`src/rtl/buzzer_pkg.sv`:
```
// Shared definitions for the buzzer melody player.
//   - tone codes and note frequencies
//   - half_period(): clk cycles per square-wave half period for a tone/octave
//   - player FSM state encoding
package buzzer_pkg;

  localparam int TONE_W = 4;
  localparam int OCT_W  = 2;

  localparam logic [TONE_W-1:0] TONE_REST   = 4'd0;
  localparam logic [TONE_W-1:0] TONE_DO     = 4'd1;
  localparam logic [TONE_W-1:0] TONE_RE     = 4'd2;
  localparam logic [TONE_W-1:0] TONE_MI     = 4'd3;
  localparam logic [TONE_W-1:0] TONE_PA     = 4'd4;
  localparam logic [TONE_W-1:0] TONE_SOL    = 4'd5;
  localparam logic [TONE_W-1:0] TONE_RA     = 4'd6;
  localparam logic [TONE_W-1:0] TONE_SI     = 4'd7;
  localparam logic [TONE_W-1:0] TONE_HI_DO  = 4'd8;

  typedef enum logic [1:0] {
    ST_IDLE = 2'd0,
    ST_LOAD = 2'd1,
    ST_PLAY = 2'd2,
    ST_GAP  = 2'd3
  } state_t;

  // Codes 0 and 9..15 are silent.
  function automatic logic is_rest(input logic [TONE_W-1:0] tone);
    return (tone == TONE_REST) || (tone > TONE_HI_DO);
  endfunction

  // Each branch divides by a literal so the whole function folds to a
  // constant table once host_hz is a parameter.
  function automatic int unsigned half_period(input int unsigned host_hz,
                                              input logic [TONE_W-1:0] tone,
                                              input logic [OCT_W-1:0] octave);
    int unsigned base;
    case (tone)
      TONE_DO:    base = host_hz / (2 * 523);
      TONE_RE:    base = host_hz / (2 * 587);
      TONE_MI:    base = host_hz / (2 * 659);
      TONE_PA:    base = host_hz / (2 * 698);
      TONE_SOL:   base = host_hz / (2 * 784);
      TONE_RA:    base = host_hz / (2 * 880);
      TONE_SI:    base = host_hz / (2 * 988);
      TONE_HI_DO: base = host_hz / (2 * 1047);
      default:    base = 0;
    endcase
    case (octave)
      2'd1:    return base >> 1;
      2'd2:    return base >> 2;
      2'd3:    return base << 1;
      default: return base;
    endcase
  endfunction

endpackage

```
`src/rtl/buzzer_melody_player_if.sv`:
```
// Note push channel between host logic and the melody player.
//   s_valid  : host has a note to push
//   s_ready  : player can accept a note this cycle
//   s_tone   : tone code (0 rest, 1..8 Do..Hi_Do, 9..15 rest)
//   s_octave : 0 base, 1 x2, 2 x4, 3 /2
//   s_dur    : note length in ticks
interface buzzer_melody_player_if
  import buzzer_pkg::*;
#(
  parameter int DUR_W = 12
);
  logic              s_valid;
  logic              s_ready;
  logic [TONE_W-1:0] s_tone;
  logic [OCT_W-1:0]  s_octave;
  logic [DUR_W-1:0]  s_dur;

  modport master (output s_valid, s_tone, s_octave, s_dur, input s_ready);
  modport slave  (input s_valid, s_tone, s_octave, s_dur, output s_ready);
endinterface

```
`src/rtl/buzzer_note_fifo.sv`:
```
// Synchronous show-ahead FIFO holding queued notes.
//   clk, rst : clock, synchronous active-high reset
//   i_clear  : empties the FIFO (same effect as reset on the pointers)
//   i_push   : write i_data (caller guarantees !o_full)
//   i_pop    : advance read pointer (caller guarantees !o_empty)
//   o_data   : entry at the head, valid while !o_empty
//   o_level  : number of queued entries
//   o_full, o_empty : status
module buzzer_note_fifo #(
  parameter int W     = 18,
  parameter int DEPTH = 8
) (
  input  logic                     clk,
  input  logic                     rst,
  input  logic                     i_clear,
  input  logic                     i_push,
  input  logic                     i_pop,
  input  logic [W-1:0]             i_data,
  output logic [W-1:0]             o_data,
  output logic [$clog2(DEPTH):0]   o_level,
  output logic                     o_full,
  output logic                     o_empty
);
  localparam int AW = $clog2(DEPTH);

  logic [W-1:0]  r_mem [DEPTH];
  logic [AW-1:0] r_wr_ptr;
  logic [AW-1:0] r_rd_ptr;
  logic [AW:0]   r_level;

  always_ff @(posedge clk) begin
    if (rst || i_clear) begin
      r_wr_ptr <= '0;
      r_rd_ptr <= '0;
      r_level  <= '0;
    end else begin
      if (i_push) r_wr_ptr <= r_wr_ptr + 1'b1;
      if (i_pop)  r_rd_ptr <= r_rd_ptr + 1'b1;
      case ({i_push, i_pop})
        2'b10:   r_level <= r_level + 1'b1;
        2'b01:   r_level <= r_level - 1'b1;
        default: r_level <= r_level;
      endcase
    end
  end

  always_ff @(posedge clk) begin
    if (i_push) r_mem[r_wr_ptr] <= i_data;
  end

  assign o_data  = r_mem[r_rd_ptr];
  assign o_level = r_level;
  assign o_full  = (r_level == (AW+1)'(DEPTH));
  assign o_empty = (r_level == '0);
endmodule

```
`src/rtl/buzzer_melody_player.sv`:
```
// Queued melody player driving the board buzzer.
//   clk, rst    : clock, synchronous active-high reset
//   enable      : 1 run, 0 pause (state and counters frozen, buzzer silent)
//   flush       : 1-cycle pulse, aborts the current note and empties the queue
//   s           : note push channel (slave side)
//   fifo_level  : number of queued notes
//   busy        : player active or notes queued
//   note_done   : 1-cycle pulse when a note's play phase ends
//   buzzer_out  : square-wave output
module buzzer_melody_player
  import buzzer_pkg::*;
#(
  parameter int unsigned HOST_HZ    = 100_000_000,
  parameter int unsigned TICK_HZ    = 1000,
  parameter int          FIFO_DEPTH = 8,
  parameter int          DUR_W      = 12,
  parameter int unsigned GAP_TICKS  = 10,
  parameter int          CNT_W      = 27
) (
  input  logic                          clk,
  input  logic                          rst,
  input  logic                          enable,
  input  logic                          flush,
  buzzer_melody_player_if.slave         s,
  output logic [$clog2(FIFO_DEPTH):0]   fifo_level,
  output logic                          busy,
  output logic                          note_done,
  output logic                          buzzer_out
);
  localparam int unsigned TICK_DIV = HOST_HZ / TICK_HZ;
  localparam int          NOTE_W   = TONE_W + OCT_W + DUR_W;
  localparam logic [CNT_W-1:0] TICK_LAST = CNT_W'(TICK_DIV - 1);
  localparam logic [DUR_W-1:0] GAP_LOAD  = DUR_W'(GAP_TICKS);

  state_t            r_state, w_state_nxt;
  logic              w_full, w_empty, w_push, w_pop;
  logic [NOTE_W-1:0] w_head;
  logic [TONE_W-1:0] r_tone;
  logic [OCT_W-1:0]  r_oct;
  logic [DUR_W-1:0]  r_dur;
  logic [DUR_W-1:0]  r_remain;
  logic [CNT_W-1:0]  r_half, w_half;
  logic [CNT_W-1:0]  r_hz_cnt, r_tick_cnt;
  logic              r_out, r_note_done;
  logic              w_tick_wrap, w_last_tick, w_done_nxt, w_rest;

  assign s.s_ready = !w_full && !flush;
  assign w_push    = s.s_valid && s.s_ready;
  assign w_pop     = (r_state == ST_IDLE) && enable && !flush && !w_empty;

  buzzer_note_fifo #(.W(NOTE_W), .DEPTH(FIFO_DEPTH)) u_fifo (
    .clk     (clk),
    .rst     (rst),
    .i_clear (flush),
    .i_push  (w_push),
    .i_pop   (w_pop),
    .i_data  ({s.s_tone, s.s_octave, s.s_dur}),
    .o_data  (w_head),
    .o_level (fifo_level),
    .o_full  (w_full),
    .o_empty (w_empty)
  );

  assign w_half      = CNT_W'(half_period(HOST_HZ, r_tone, r_oct));
  assign w_rest      = is_rest(r_tone);
  assign w_tick_wrap = (r_tick_cnt == TICK_LAST);
  // Remaining count is shared by PLAY (note ticks) and GAP (gap ticks).
  assign w_last_tick = w_tick_wrap && (r_remain == DUR_W'(1));

  always_ff @(posedge clk) begin
    if (rst) r_state <= ST_IDLE;
    else     r_state <= w_state_nxt;
  end

  always_comb begin
    w_state_nxt = r_state;
    w_done_nxt  = 1'b0;
    case (r_state)
      ST_IDLE: if (!w_empty) w_state_nxt = ST_LOAD;
      ST_LOAD: begin
        if (r_dur == '0) begin
          w_state_nxt = ST_IDLE;
          w_done_nxt  = 1'b1;
        end else begin
          w_state_nxt = ST_PLAY;
        end
      end
      ST_PLAY: begin
        if (w_last_tick) begin
          w_state_nxt = (GAP_TICKS > 0) ? ST_GAP : ST_IDLE;
          w_done_nxt  = 1'b1;
        end
      end
      ST_GAP:  if (w_last_tick) w_state_nxt = ST_IDLE;
      default: w_state_nxt = ST_IDLE;
    endcase
    if (!enable) begin
      w_state_nxt = r_state;
      w_done_nxt  = 1'b0;
    end
    if (flush) begin
      w_state_nxt = ST_IDLE;
      w_done_nxt  = 1'b0;
    end
  end

  // Note is captured from the FIFO head on the same edge it is popped.
  always_ff @(posedge clk) begin
    if (w_pop) {r_tone, r_oct, r_dur} <= w_head;
  end

  always_ff @(posedge clk) begin
    if (r_state == ST_LOAD && enable && !flush) r_half <= w_half;
  end

  always_ff @(posedge clk) begin
    if (rst) begin
      r_hz_cnt    <= '0;
      r_tick_cnt  <= '0;
      r_remain    <= '0;
      r_out       <= 1'b0;
      r_note_done <= 1'b0;
    end else begin
      r_note_done <= w_done_nxt;
      if (flush) begin
        r_hz_cnt   <= '0;
        r_tick_cnt <= '0;
        r_remain   <= '0;
        r_out      <= 1'b0;
      end else if (!enable) begin
        // Counters hold; phase restarts low when play resumes.
        r_out <= 1'b0;
      end else begin
        case (r_state)
          ST_LOAD: begin
            r_hz_cnt   <= '0;
            r_tick_cnt <= '0;
            r_remain   <= r_dur;
            r_out      <= 1'b0;
          end
          ST_PLAY, ST_GAP: begin
            if (w_tick_wrap) begin
              r_tick_cnt <= '0;
              r_remain   <= r_remain - 1'b1;
            end else begin
              r_tick_cnt <= r_tick_cnt + 1'b1;
            end
            if (r_state == ST_PLAY && !w_rest) begin
              if (r_hz_cnt == r_half - CNT_W'(1)) begin
                r_hz_cnt <= '0;
                r_out    <= ~r_out;
              end else begin
                r_hz_cnt <= r_hz_cnt + 1'b1;
              end
            end
            if (w_last_tick) begin
              r_tick_cnt <= '0;
              r_hz_cnt   <= '0;
              r_remain   <= GAP_LOAD;
              r_out      <= 1'b0;
            end
          end
          default: r_out <= 1'b0;
        endcase
      end
    end
  end

  assign note_done  = r_note_done;
  assign buzzer_out = r_out && enable;
  assign busy       = (r_state != ST_IDLE) || (fifo_level != '0);
endmodule
```
`src/flat_wrapper.sv`:
```
// flat-port wrapper written by rule: the top's interface ports become plain ports
module buzzer_melody_player_flat import buzzer_pkg::*;
#(
  parameter int unsigned HOST_HZ    = 100_000_000,
  parameter int unsigned TICK_HZ    = 1000,
  parameter int          FIFO_DEPTH = 8,
  parameter int          DUR_W      = 12,
  parameter int unsigned GAP_TICKS  = 10,
  parameter int          CNT_W      = 27
)
  (clk, rst, enable, flush, fifo_level, busy, note_done, buzzer_out, s_s_valid, s_s_tone, s_s_octave, s_s_dur, s_s_ready);
  buzzer_melody_player_if #(.DUR_W(DUR_W)) s_i ();
  input  logic clk;
  input  logic rst;
  input  logic enable;
  input  logic flush;
  output logic [$clog2(FIFO_DEPTH):0] fifo_level;
  output logic busy;
  output logic note_done;
  output logic buzzer_out;
  input wire logic [$bits(s_i.s_valid)-1:0] s_s_valid;
  input wire logic [$bits(s_i.s_tone)-1:0] s_s_tone;
  input wire logic [$bits(s_i.s_octave)-1:0] s_s_octave;
  input wire logic [$bits(s_i.s_dur)-1:0] s_s_dur;
  output wire logic [$bits(s_i.s_ready)-1:0] s_s_ready;
  assign s_i.s_valid = s_s_valid;
  assign s_i.s_tone = s_s_tone;
  assign s_i.s_octave = s_s_octave;
  assign s_i.s_dur = s_s_dur;
  assign s_s_ready = s_i.s_ready;
  buzzer_melody_player #(.HOST_HZ(HOST_HZ), .TICK_HZ(TICK_HZ), .FIFO_DEPTH(FIFO_DEPTH), .DUR_W(DUR_W), .GAP_TICKS(GAP_TICKS), .CNT_W(CNT_W)) u_core (.clk(clk), .rst(rst), .enable(enable), .flush(flush), .s(s_i), .fifo_level(fifo_level), .busy(busy), .note_done(note_done), .buzzer_out(buzzer_out));
endmodule
```
`config.mk`:
```
export PLATFORM = sky130hd
export DESIGN_NAME = buzzer_melody_player_flat
export DESIGN_NICKNAME = d
export VERILOG_FILES = /design/src/rtl/buzzer_pkg.sv /design/src/rtl/buzzer_melody_player_if.sv /design/src/rtl/buzzer_note_fifo.sv /design/src/rtl/buzzer_melody_player.sv /design/src/flat_wrapper.sv
export SDC_FILE = /design/constraint.sdc
export NUM_CORES = 1
export LEC_CHECK = 0
export BUFFER_PORTS_ARGS = -buffer_cell sky130_fd_sc_hd__buf_2
export CORE_AREA = 2 2 144 146
export DETAILED_ROUTE_END_ITERATION = 10
export DIE_AREA = 0 0 146 148
export MAX_ROUTING_LAYER = met4
export PLACE_DENSITY = 0.79
export SLEW_MARGIN = 20
export SYNTH_ARGS = -nofsm -noshare
export SYNTH_HDL_FRONTEND = slang
export SYNTH_SLANG_ARGS = --single-unit
```
`constraint.sdc`:
```
create_clock -name clk -period 6.55 [get_ports clk]
set_input_delay 0.9825 -clock clk [delete_from_list [all_inputs] [get_ports clk]]
set_output_delay 0.9825 -clock clk [all_outputs]
set_load 0.1 [all_outputs]
```
# ---- Word level (Yosys, flattened, before mapping)
# Memories as Yosys holds them, arrays and structs flattened. A register that Yosys moved wholly into a read port is not among the register bits.
# Index checks and enable logic that the tools add are counted.
dict set report totals {
  romBits 272
  mem_bits_rw 144
  memories 2
  ff_bits 107
  in_bits 23
  output_inout_bits 8
}
dict set report op_classes {
  n_reduce_logical 34
  order_cmp 1
  muxes 22
  n_addsub 8
  n_eq_ne 17
  n_bitwise 3
}
# memory depth width rd rd_ports_with_merged_regs wr line
set memory_table {}
lappend memory_table {{(no name shown)} 16 17 1 0 0 buzzer_pkg.sv:38} ;# case (tone)
lappend memory_table {u_core.u_fifo.r_mem 8 18 1 1 1 buzzer_note_fifo.sv:26} ;# logic [W-1:0] r_mem [DEPTH];
# cell n
set ops {}
lappend ops {{two-way mux 27 bit} 5}
lappend ops {{case mux 27 bit (2 select lines)} 2}
lappend ops {{case mux 27 bit (3 select lines)} 1}
lappend ops {{adder 27 x 1 -> 27 bit (second input constant)} 2}
lappend ops {{equality test 27 x 17 -> 1 bit (second input constant)} 1}
lappend ops {{equality test 27 bit} 1}
lappend ops {{subtractor 27 x 1 -> 27 bit (second input constant)} 1}
lappend ops {{two-way mux 12 bit} 2}
lappend ops {{case mux 12 bit (2 select lines)} 1}
lappend ops {{equality test 12 x 1 -> 1 bit (second input constant)} 1}
lappend ops {{zero test 12 bit} 1}
lappend ops {{subtractor 12 x 1 -> 12 bit (second input constant)} 1}
lappend ops {{equality test 2 bit (second input constant)} 5}
lappend ops {{logical AND 1 bit} 10}
lappend ops {{zero test 4 bit} 2}
lappend ops {{two-way mux 2 bit} 4}
lappend ops {{case mux 2 bit (4 select lines)} 1}
lappend ops {{case mux 4 bit (2 select lines)} 1}
lappend ops {{adder 3 x 1 -> 3 bit (second input constant)} 2}
lappend ops {{equality test 2 x 1 -> 1 bit (second input constant)} 3}
lappend ops {{!= test 3 x 1 -> 1 bit (second input constant)} 2}
lappend ops {{AND reduction 3 bit} 2}
lappend ops {{nonzero test 2 bit} 3}
lappend ops {{OR reduction 5 bit} 1}
lappend ops {{other kinds (17)} 30}

# ---- Logic depth before layout (Yosys ltp)
# Gate-level depths: netlist (run 1).
dict set report depth {
  depth_word 7
  depth_mapped 13
}

# ---- Modules after synthesis
# A second synthesis (run 1) with hierarchy kept.
dict set report hier_totals {
  hier_cells 1022
  hier_area_um2 12996.2
}
# module area_each_um2 seq_area_each_um2 cells_per_inst instances
set modules_own_cells {}
lappend modules_own_cells {buzzer_melody_player 6809.0 2822.7 740 1}
lappend modules_own_cells {buzzer_note_fifo 6187.2 4584.4 282 1}

# ---- Worst setup path after synthesis (run 1)
# No wires, ideal clock.
dict set report synth_timing {
  path_type {input -> register}
  start {input port enable}
  end {register u_core.u_fifo.r_level[3], in the netlist u_core.u_fifo.o_level[3]}
  arrival_ns 5.044
  setup_ns 0.071
  required_time_ns 6.479
  path_slack_ns 1.435
  stages 9
  cell_sequence {clkbuf_1 nor4bb_1 ha_1 ha_1 a21o_1 a21oi_1 xnor2_1 or3_1 a21oi_1}
}
dict set report synth_between {
  elab_chain_cells 5
  word_cells_on_any_way 7
  cone_classes {2 x eq/ne; 1 x mux; 4 x reduce/logical}
}
# element line
set synth_rtl {}
lappend synth_rtl {{start, declared} flat_wrapper.sv:15} ;# input logic enable;
lappend synth_rtl {{logical AND 1 bit * (3 in series)} buzzer_melody_player.sv:49} ;# assign w_pop = (r_state == ST_IDLE) && enable && !flush && !w_empty;
lappend synth_rtl {{net u_core.u_fifo.i_pop} buzzer_note_fifo.sv:17} ;# input logic i_pop,
lappend synth_rtl {{equality test 2 x 1 -> 1 bit / equality test 2 bit (equally long branches)} buzzer_note_fifo.sv:39} ;# case ({i_push, i_pop})
lappend synth_rtl {{case mux 4 bit (2 select lines) / nonzero test 2 bit (equally long branches)} n/a}
lappend synth_rtl {{end signal, assigned} buzzer_note_fifo.sv:40} ;# 2'b10: r_level <= r_level + 1'b1;
lappend synth_rtl {{end signal, assigned} buzzer_note_fifo.sv:41} ;# 2'b01: r_level <= r_level - 1'b1;
lappend synth_rtl {{end signal, assigned} buzzer_note_fifo.sv:42} ;# default: r_level <= r_level;
lappend synth_rtl {{end, declared} buzzer_note_fifo.sv:29} ;# logic [AW:0] r_level;
# Mark *: on every way through the listed nets, which the timed path passes. The rest lies on a longest branch.
# A chain may end at the register's enable or synchronous reset.

# ---- Final worst setup path (run 1)
dict set report layout_timing {
  start {register u_core.r_half[2]}
  end {register u_core.r_out}
}
dict set report layout_between {
  elab_chain_cells 3
}
# element line
set layout_rtl {}
lappend layout_rtl {{start, declared} buzzer_melody_player.sv:42} ;# logic [CNT_W-1:0] r_half, w_half;
lappend layout_rtl {{start signal, assigned} buzzer_melody_player.sv:113} ;# if (r_state == ST_LOAD && enable && !flush) r_half <= w_half;
lappend layout_rtl {{subtractor 27 x 1 -> 27 bit} buzzer_melody_player.sv:149} ;# if (r_hz_cnt == r_half - CNT_W'(1)) begin
lappend layout_rtl {{equality test 27 bit} buzzer_melody_player.sv:149}
lappend layout_rtl {{AND reduction 2 bit (no line)} n/a}
lappend layout_rtl {{end signal, assigned} buzzer_melody_player.sv:151} ;# r_out <= ~r_out;
lappend layout_rtl {{end, declared} buzzer_melody_player.sv:44} ;# logic r_out, r_note_done;
# Every way passes these cells.

==> impl_summary.log, run 1 <==
[metrics] Floorplan Core Area: 20040 sq um
[metrics] static leakage: 4.497 nW
[metrics] wire length of the first global-routing pass: 41450 um
[metrics] placer's final routability congestion estimate: 0.8540
[metrics] library cell with the largest summed area after synthesis: sky130_fd_sc_hd__edfxtp_1
[metrics] # rows: 52
[metrics] area added between synthesis and finish: 11.28%
[metrics] worst setup slack after layout: 2.815 ns
[metrics] number of standard cells in the layout, taps in and fillers out: 1375
[metrics] count of max-cap constraint violations: 0
[metrics] fraction of the yosys area taken by sequential cells: 56.41%
[metrics] post-detailed-route via-to-cell ratio: 6.148
[metrics] worst setup slack after placement: 2.873 ns
[metrics] start point of the critical path: u_core.r_half[2]
[metrics] WL per Instance: 18.30 um
[metrics] First-pass DRT Iterations: 5
[metrics] number of buffers added by the clock tree synthesis step: 26
[metrics] startpoint of the worst hold path: u_core.r_remain[3]
[metrics] outcome: complete, no violations
[metrics] Reg clk slew, reported paths: 0.06 ns
[metrics] post-synthesis net count: 1117
[metrics] final number of max-transition violations: 0
[metrics] Die H: 148 um
[metrics] ANT nets after route: 0
[metrics] count of different cell masters after synthesis: 60
[metrics] count of flip-flops with a built-in enable after synthesis: 180
[metrics] final routed wirelength across all metal layers: 25170 um
[metrics] Max Fclk: 267.8 MHz
[metrics] post-detail-place hpwl: 15450 um
[metrics] Setup Viol. Count Final: 0
[metrics] iteration-0 DRC count of the detailed router: 668
[metrics] TritonCTS Sinks: 260
[metrics] most instantiated flip-flop cell in the synthesis netlist: sky130_fd_sc_hd__edfxtp_1
[metrics] total congestion overflow after global routing: 0
[metrics] fraction of post-synthesis cell area in the top cell type by area: 43.52%
[metrics] overall global routing resource usage: 24.38%
[metrics] Sum Neg Setup Slack: 0 ns
[metrics] net count of the finished layout: 1129
[metrics] via count of the routed design: 8454
[metrics] final design instance area without fill: 13820 sq um
[metrics] pin count of the biggest net entering global routing: 54
[metrics] Reg-to-Reg Start: u_core.r_half[2]
[metrics] Relative slew margins: 26.72%
[metrics] number of flip-flops and latches in the synthesized netlist: 260
[metrics] cell count after synthesis: 1072
[metrics] number of fill cells in the layout: 1454
[metrics] kind of capture point of the worst setup path: flip-flop
[metrics] Hold Crit Class: flip-flop to flip-flop
[metrics] ratio of final minimum period to clock period: 57.02%
[metrics] clock tree from TritonCTS: built
[metrics] root buf cell: sky130_fd_sc_hd__clkbuf_16
[metrics] Bufs on Longest Clock Path: 3
[metrics] Layout Skew: 0.01276 ns
[metrics] floorplan die area: 21610 sq um
[metrics] DIE WIDTH: 146 um
[metrics] kind of start point of the critical path: flip-flop
[metrics] Crit Path Max Fanout: 43
[metrics] Post-CTS Setup Bufs: 0
[metrics] post-synthesis instance area: 12420 sq um
[metrics] Crit path required time: 7.02 ns
[metrics] ranking of synthesized cells by area: sky130_fd_sc_hd__edfxtp_1, sky130_fd_sc_hd__dfxtp_1, sky130_fd_sc_hd__mux4_2
[metrics] PnR Total Power: 3.485 mW
[metrics] slew of the pin with the lowest slew margin: 1.098 ns
[metrics] Max H-tree Level: 1
[metrics] utilization after layout: 68.97%
[metrics] Final min period: 3.735 ns
[metrics] multi-input logic area: 5139 sq um
[metrics] sequential standard cell area: 7008 sq um
[metrics] Hold Vio Cnt, Final: 0
[metrics] post-CTS sizing: 0
[metrics] DRC violations left: 0
[metrics] Yosys warnings: 0
[metrics] critical path start-end classification: flip-flop to flip-flop
[metrics] pwr/cell area: 252.2 nW/um^2
[metrics] vias in the first global route: 7981
[metrics] port bufs: 30
[metrics] Worst EP arrival: 4.20 ns
[metrics] quantity of hold-fixing buffers added after cts: 0
[metrics] Post-DP Area: 12840 sq um
[metrics] count of pins on the block boundary: 31
[metrics] unrepaired setup endpoints after global routing: false
[metrics] Initial Util: 61.98%
[metrics] Worst Hold Slack: 0.4871 ns
[metrics] clock latency reported for the late side of the worst-skew pair: 0.54 ns
[metrics] ratio of cells with drive above 1 in the final layout: 15.94%
[metrics] syn_area_per_cell: 11.59 sq um
[metrics] dpl cells: 1326
[metrics] maximum ir drop on the vdd rail: 0.3631 mV
[metrics] number of antenna violations at the first check in global routing: 1
[metrics] share of flip-flops with an asynchronous set or reset after synthesis: 0%
==> cell usage in the layout (no fill, tap or decap), types with 25 or more instances in the layout <==
| master | synthesis | layout |
|---|---|---|
| sky130_fd_sc_hd__edfxtp_1 | 180 | 180 |
| sky130_fd_sc_hd__nor2_1 | 105 | 97 |
| sky130_fd_sc_hd__nand2_1 | 93 | 93 |
| sky130_fd_sc_hd__dfxtp_1 | 80 | 79 |
| sky130_fd_sc_hd__a21oi_1 | 46 | 46 |
| sky130_fd_sc_hd__o21ai_0 | 46 | 46 |
| sky130_fd_sc_hd__nand3_1 | 43 | 43 |
| sky130_fd_sc_hd__mux4_2 | 41 | 41 |
| sky130_fd_sc_hd__nand4_1 | 32 | 32 |
| sky130_fd_sc_hd__nor3_1 | 33 | 31 |
| sky130_fd_sc_hd__buf_2 | 2 | 30 |
| sky130_fd_sc_hd__clkbuf_16 | 0 | 29 |
| sky130_fd_sc_hd__xor2_1 | 25 | 25 |
==> path summary, 6_finish.rpt <==
kind | endpoint | slack (ns) | depth (start not counted)
max | u_core.r_out | 2.82 | 9
min | u_core.r_remain[3] | 0.49 | 2
max reg2reg | u_core.r_out | 2.82 | 9
min reg2reg | u_core.r_remain[3] | 0.49 | 2
==> state kept, by name, summed over array words and instances, names as in the netlist, 4 cells and up, named ones only <==
signal,cells
u_core.r_hz_cnt,27
u_core.u_fifo.r_mem,144
u_core.r_tick_cnt,27
u_core.u_fifo.o_level,4
u_core.r_tone,4
u_core.r_remain,12
u_core.r_half,18
u_core.r_dur,12
==> cell usage after synthesis (9+ instances only) <==
cell type                    n
sky130_fd_sc_hd__a31oi_1    17
sky130_fd_sc_hd__nor2b_1    12
sky130_fd_sc_hd__clkbuf_1   48
sky130_fd_sc_hd__inv_1      21
sky130_fd_sc_hd__nor3_1     33
sky130_fd_sc_hd__nand4_1    32
sky130_fd_sc_hd__a21oi_1    46
sky130_fd_sc_hd__o211ai_1   14
sky130_fd_sc_hd__nand2_1    93
sky130_fd_sc_hd__or2_2       9
sky130_fd_sc_hd__nand2b_1    9
sky130_fd_sc_hd__xor2_1     25
sky130_fd_sc_hd__mux2i_1    14
sky130_fd_sc_hd__buf_1      11
sky130_fd_sc_hd__mux4_2     41
sky130_fd_sc_hd__nor4_1     20
sky130_fd_sc_hd__mux2_2     19
sky130_fd_sc_hd__dfxtp_1    80
sky130_fd_sc_hd__o21ai_0    46
sky130_fd_sc_hd__and3_1     15
sky130_fd_sc_hd__nor2_1    105
sky130_fd_sc_hd__ha_1       21
sky130_fd_sc_hd__edfxtp_1  180
sky130_fd_sc_hd__nand3_1    43
sky130_fd_sc_hd__xnor2_1    21
==> per-layer routing <==
layer | up-vias | global-route usage (%) | part of all wire (%)
met4 | 0 | 6.117 | 1.6
met2 | 243 | 40.17 | 50
li1 | 4057 | - | -
met3 | 32 | 2.870 | 4.8
met1 | 4122 | 32.94 | 44
met5 | - | - | 0
==> cell type report <==
class                      instances  share of cell area, %
tap                              270                  2.444
inverter                          22                 0.5974
sequential                       260                  50.70
multi-input combinational        727                  37.18
antenna                            1                0.01810
clock inverter                    14                  1.448
timing repair buffer              47                  2.010
clock buffer                      34                  5.603
==> logic make-up (layout without fill, tap and decap cells) <==
| family | after synthesis | in the layout | share of synthesized area, % |
|---|---|---|---|
| mux | 74 | 74 | 10.29 |
| buf+inv | 85 | 117 | 2.659 |
| xor+xnor | 46 | 46 | 3.244 |
| simple gates | 417 | 417 | 16.84 |
| other cells | 0 | 1 | 0 |
| compound gates | 168 | 168 | 8.281 |
| flops | 260 | 260 | 56.41 |
| fa+ha+maj | 22 | 22 | 2.277 |
==> where the power goes <==
part / switching, mW / internal [mW] / total (mW)
Clock: 0.638 / 0.998 / 1.64
Sequential: 0.00583 / 1.76 / 1.77
Combinational: 0.0556 / 0.0267 / 0.0823
==> worst max-delay path, stage by stage, from the launching register on <==
cell and delay, ns:
sky130_fd_sc_hd__edfxtp_1 0.50, sky130_fd_sc_hd__or4_1 0.67, sky130_fd_sc_hd__or4_4 0.60, sky130_fd_sc_hd__nor2b_1 0.24, sky130_fd_sc_hd__mux2i_1 0.25, sky130_fd_sc_hd__o2111ai_1 0.14, sky130_fd_sc_hd__or4_1 0.48, sky130_fd_sc_hd__buf_4 0.28
sky130_fd_sc_hd__or3_1 0.36, sky130_fd_sc_hd__a21oi_1 0.14
Note: power is estimated with default switching activity, not from simulation.
==> run 2, diff against run 1 <==
--- a/config.mk
+++ b/config.mk
@@ -5,10 +5,11 @@
 export SDC_FILE = /design/constraint.sdc
 export NUM_CORES = 1
 export LEC_CHECK = 0
+export ABC_AREA = 1
 export BUFFER_PORTS_ARGS = -buffer_cell sky130_fd_sc_hd__buf_2
-export CORE_AREA = 2 2 144 146
+export CORE_AREA = 2 2 148 150
 export DETAILED_ROUTE_END_ITERATION = 10
-export DIE_AREA = 0 0 146 148
+export DIE_AREA = 0 0 150 152
 export MAX_ROUTING_LAYER = met4
 export PLACE_DENSITY = 0.79
 export SLEW_MARGIN = 20
==> constraint.sdc (replaced) <==
create_clock -name clk -period 3.9 [get_ports clk]
set_input_delay 0.585 -clock clk [delete_from_list [all_inputs] [get_ports clk]]
set_output_delay 0.585 -clock clk [all_outputs]
set_load 0.1 [all_outputs]
==> impl_summary.log, run 2 <==
[metrics] outcome: complete, no violations (unchanged)
[metrics] register with the most flip-flops: u_core.u_fifo.r_mem (unchanged)
[metrics] Relative slew margins: 25.90% (was 26.72%)
[metrics] pin count of the biggest net entering global routing: 74 (was 54)
[metrics] net count of the finished layout: 1565 (was 1129)
[metrics] Layout Skew: 0.03435 ns (was 0.01276 ns)
[metrics] crit path capture: u_core.r_hz_cnt[8] (was u_core.r_out)
[metrics] Yosys warnings: 0 (unchanged)
[metrics] DRC violations left: 0 (unchanged)
[metrics] Crit Path Max Fanout: 24 (was 43)
[metrics] count of max-cap constraint violations: 0 (unchanged)
[metrics] slew of the pin with the lowest slew margin: 1.110 ns (was 1.098 ns)
[metrics] most instantiated flip-flop cell in the synthesis netlist: sky130_fd_sc_hd__edfxtp_1 (unchanged)
[metrics] TritonCTS Sinks: 260 (unchanged)
[metrics] unrepaired setup endpoints after global routing: false (unchanged)
[metrics] clock tree from TritonCTS: built (unchanged)
[metrics] met1 Resource Use GR: 32.44% (was 32.94%)
[metrics] layer with the highest usage: met2 (unchanged)
[metrics] WL per Instance: 16.02 um (was 18.30 um)
[metrics] worst r2r dst: u_core.r_hz_cnt[8] (was u_core.r_out)
[metrics] most repeated library cell on the critical path: sky130_fd_sc_hd__inv_1 (was sky130_fd_sc_hd__or4_1)
[metrics] Hold Crit Class: primary input to flip-flop (was flip-flop to flip-flop)
[metrics] final routed wirelength across all metal layers: 29200 um (was 25170 um)
[metrics] overall global routing resource usage: 26.48% (was 24.38%)
[metrics] Bufs on Longest Clock Path: 3 (unchanged)
[metrics] met2 usage: 46.44% (was 40.17%)
[metrics] cell count along the critical path: 9 (unchanged)
[metrics] most frequent standard cell in the layout excluding fill and tap cells: sky130_fd_sc_hd__nand2_1 (was sky130_fd_sc_hd__edfxtp_1)
[metrics] post-synthesis instance area: 13160 sq um (was 12420 sq um)
[metrics] worst setup slack after placement: 1.022 ns (was 2.873 ns)
[metrics] count of pins on the block boundary: 31 (unchanged)
[metrics] # rows: 54 (was 52)
[metrics] Worst path max stage delay: 0.84 ns (was 0.67 ns)
[metrics] fraction of the yosys area taken by sequential cells: 53.24% (was 56.41%)
[metrics] area added between synthesis and finish: 10.72% (was 11.28%)
[metrics] Max H-tree Level: 1 (unchanged)
[metrics] final number of max-transition violations: 0 (unchanged)
[metrics] cell with the largest stage delay on the worst path: sky130_fd_sc_hd__inv_1 (was sky130_fd_sc_hd__or4_1)
[metrics] Floorplan Core Area: 21350 sq um (was 20040 sq um)
[metrics] via count of the routed design: 10377 (was 8454)
[metrics] kind of start point of the critical path: flip-flop (unchanged)
[metrics] dpl cells: 1770 (was 1326)
[metrics] post-CTS sizing: 0 (unchanged)
[metrics] Final min period: 2.809 ns (was 3.735 ns)
[metrics] cell types with the highest counts after synthesis: sky130_fd_sc_hd__nand2_1, sky130_fd_sc_hd__nor2_1, sky130_fd_sc_hd__edfxtp_1 (was sky130_fd_sc_hd__edfxtp_1, sky130_fd_sc_hd__nor2_1, sky130_fd_sc_hd__nand2_1)
[metrics] Max Fclk: 356.0 MHz (was 267.8 MHz)
[metrics] registers with the most flip-flops: u_core.u_fifo.r_mem: 144 flops, u_core.r_hz_cnt: 27 flops, u_core.r_tick_cnt: 27 flops (unchanged)
[metrics] static leakage: 5.304 nW (was 4.497 nW)
[metrics] count of different cell masters after synthesis: 48 (was 60)
[metrics] quantity of hold-fixing buffers added after cts: 0 (unchanged)
[metrics] number of flip-flops and latches in the synthesized netlist: 260 (unchanged)
[metrics] Register-to-Register Setup Slack: 1.09 ns (was 2.82 ns)
[metrics] Setup Viol. Count Final: 0 (unchanged)
[metrics] maximum ir drop on the vdd rail: 0.4243 mV (was 0.3631 mV)
[metrics] First-pass DRT Iterations: 7 (was 5)
[metrics] Die H: 152 um (was 148 um)
[metrics] floorplan die area: 22800 sq um (was 21610 sq um)
[metrics] number of antenna violations at the first check in global routing: 1 (unchanged)
[metrics] commonest cells after routing, fill and taps aside: sky130_fd_sc_hd__nand2_1, sky130_fd_sc_hd__nor2_1, sky130_fd_sc_hd__edfxtp_1, sky130_fd_sc_hd__inv_1, sky130_fd_sc_hd__o21ai_0 (was sky130_fd_sc_hd__edfxtp_1, sky130_fd_sc_hd__nor2_1, sky130_fd_sc_hd__nand2_1, sky130_fd_sc_hd__dfxtp_1)
[metrics] ratio of cells with drive above 1 in the final layout: 11.67% (was 15.94%)
[metrics] share of flip-flops with an asynchronous set or reset after synthesis: 0% (unchanged)
[metrics] Post-CTS Setup Bufs: 0 (unchanged)
[metrics] wire length of the first global-routing pass: 47650 um (was 41450 um)
[metrics] most common cell in the synthesized netlist: sky130_fd_sc_hd__nand2_1 (was sky130_fd_sc_hd__edfxtp_1)
[metrics] Reg clk slew, reported paths: 0.06 ns (about the same)
[metrics] Crit path required time: 4.36 ns (was 7.02 ns)
[metrics] cell count after synthesis: 1499 (was 1072)
[metrics] critical path start-end classification: flip-flop to flip-flop (unchanged)
[metrics] root buf cell: sky130_fd_sc_hd__clkbuf_16 (unchanged)
[metrics] number of standard cells in the layout, taps in and fillers out: 1823 (was 1375)
[metrics] flip-flop count of the largest register after layout: 144 (unchanged)
[metrics] post-synthesis net count: 1544 (was 1117)
[metrics] fraction of post-synthesis cell area in the top cell type by area: 41.07% (was 43.52%)
[metrics] ratio of final minimum period to clock period: 72.02% (was 57.02%)
[metrics] Worst EP arrival: 3.27 ns (was 4.20 ns)
[metrics] placer's final routability congestion estimate: 0.9332 (was 0.8540)
[metrics] ordered list of cells on the worst path: inv_1, ha_1, inv_1, nand2_2, clkinv_1, nand4_1, inv_1, nand2_1, a21oi_1 (was or4_1, or4_4, nor2b_1, mux2i_1, o2111ai_1, or4_1, buf_4, or3_1, a21oi_1)
[metrics] number of buffers added by the clock tree synthesis step: 28 (was 26)
[metrics] Hold Vio Cnt, Final: 0 (unchanged)
[metrics] iteration-0 DRC count of the detailed router: 853 (was 668)
[metrics] post-detailed-route via-to-cell ratio: 5.692 (was 6.148)
[metrics] cell type group with the largest total delay on the critical path: buffers and inverters (was simple AND/OR/NAND/NOR gates)
[metrics] library cell with the largest summed area after synthesis: sky130_fd_sc_hd__edfxtp_1 (unchanged)
[metrics] Initial Util: 61.64% (was 61.98%)
[metrics] Sum Neg Setup Slack: 0 ns (unchanged)
[metrics] clock latency reported for the late side of the worst-skew pair: 0.56 ns (was 0.54 ns)
[metrics] GR Util met3: 3.063% (was 2.870%)
[metrics] vias in the first global route: 9957 (was 7981)
[metrics] kind of capture point of the worst setup path: flip-flop (unchanged)
[metrics] count of flip-flops with a built-in enable after synthesis: 180 (unchanged)
[metrics] pwr/cell area: 406.9 nW/um^2 (was 252.2 nW/um^2)
[metrics] ANT nets after route: 0 (unchanged)
[metrics] DIE WIDTH: 150 um (was 146 um)
[metrics] reg2reg path depth: 9 (unchanged)
[metrics] PnR Total Power: 5.929 mW (was 3.485 mW)
[metrics] worst setup slack after layout: 1.091 ns (was 2.815 ns)
[metrics] count of buffering cells on the critical path with inverters included: 4 (was 1)
[metrics] post-detail-place hpwl: 19110 um (was 15450 um)
[metrics] port bufs: 30 (unchanged)
[metrics] total congestion overflow after global routing: 0 (unchanged)
[metrics] syn_area_per_cell: 8.779 sq um (was 11.59 sq um)
[metrics] ranking of synthesized cells by area: sky130_fd_sc_hd__edfxtp_1, sky130_fd_sc_hd__dfxtp_1, sky130_fd_sc_hd__nand2_1 (was sky130_fd_sc_hd__edfxtp_1, sky130_fd_sc_hd__dfxtp_1, sky130_fd_sc_hd__mux4_2)
==> run 2: cell count changes in the layout (fill, tap and decap cells not counted), sizes merged, moves of 19 or more <==
cell,delta
inv,+121
a21oi,+31
o21ai,+76
mux2,-19
nor2,+166
nand3,+41
nand2,+172
o22ai,+20
mux4,-41
==> run 2: cells by family after synthesis <==
family	count (synthesis)	synth area share, %
simple gates	699	23.52
flops	260	53.24
compound gates	275	12.25
xor+xnor	42	2.852
fa+ha+maj	22	2.149
buf+inv	201	5.990
==> run 2: area by class of cell <==
cell class,instances,area (sq um)
clock inverters,21,270.3
well taps,280,350.3
clock buffers,31,711.9
diodes,1,2.502
multi-input cells,1038,5403
repair buffers,48,285.3
fillers,1691,6779
inverters,144,540.5
flip-flops and latches,260,7008
==> run 2: routing by layer <==
metal | vias up | share of wire [%]
li1 | 5157 | -
met1 | 4878 | 41
met2 | 288 | 52
met3 | 54 | 4.7
met4 | 0 | 2.4
met5 | - | 0
==> run 2: stage by stage <==
stage          hold slack [ns]  util [%]  cell area (sq um)
3_3_place_gp            0.4490     63.64              13590
6_report                0.2731     68.25              14570
4_1_cts                 0.2582     68.24              14570
5_1_grt                 0.2582     68.25              14570
2_1_floorplan           0.4338         -              13180
3_5_place_dp            0.4561     63.64              13590
==> run 2: worst register-to-register path, stage by stage (launching register included) <==
cell and delay (ns):
sky130_fd_sc_hd__dfxtp_1 0.38, sky130_fd_sc_hd__inv_1 0.12, sky130_fd_sc_hd__ha_1 0.22, sky130_fd_sc_hd__inv_1 0.07, sky130_fd_sc_hd__nand2_2 0.18, sky130_fd_sc_hd__clkinv_1 0.37, sky130_fd_sc_hd__nand4_1 0.18, sky130_fd_sc_hd__inv_1 0.84
sky130_fd_sc_hd__nand2_1 0.20, sky130_fd_sc_hd__a21oi_1 0.17
==> run 2: where the power goes <==
group          leakage, nW  switching, mW  internal (mW)
sequential            2.27        0.00952           2.97
clock                0.476           1.10           1.66
combinational         2.56          0.142         0.0501
==> run 2: worst min-delay path by stage <==
stage,startpoint,to,slack (ns),cells after the start
after detailed placement,u_core.r_tick_cnt[23],u_core.r_tick_cnt[23],0.46,2
final,s_s_dur[6],u_core.u_fifo.r_mem[0][6],0.27,1
after CTS,s_s_dur[6],u_core.u_fifo.r_mem[0][6],0.26,1
after global placement,u_core.r_tick_cnt[23],u_core.r_tick_cnt[23],0.45,2
after global routing,s_s_dur[6],u_core.u_fifo.r_mem[0][6],0.26,1
after floorplan,u_core.r_tick_cnt[23],u_core.r_tick_cnt[23],0.43,2
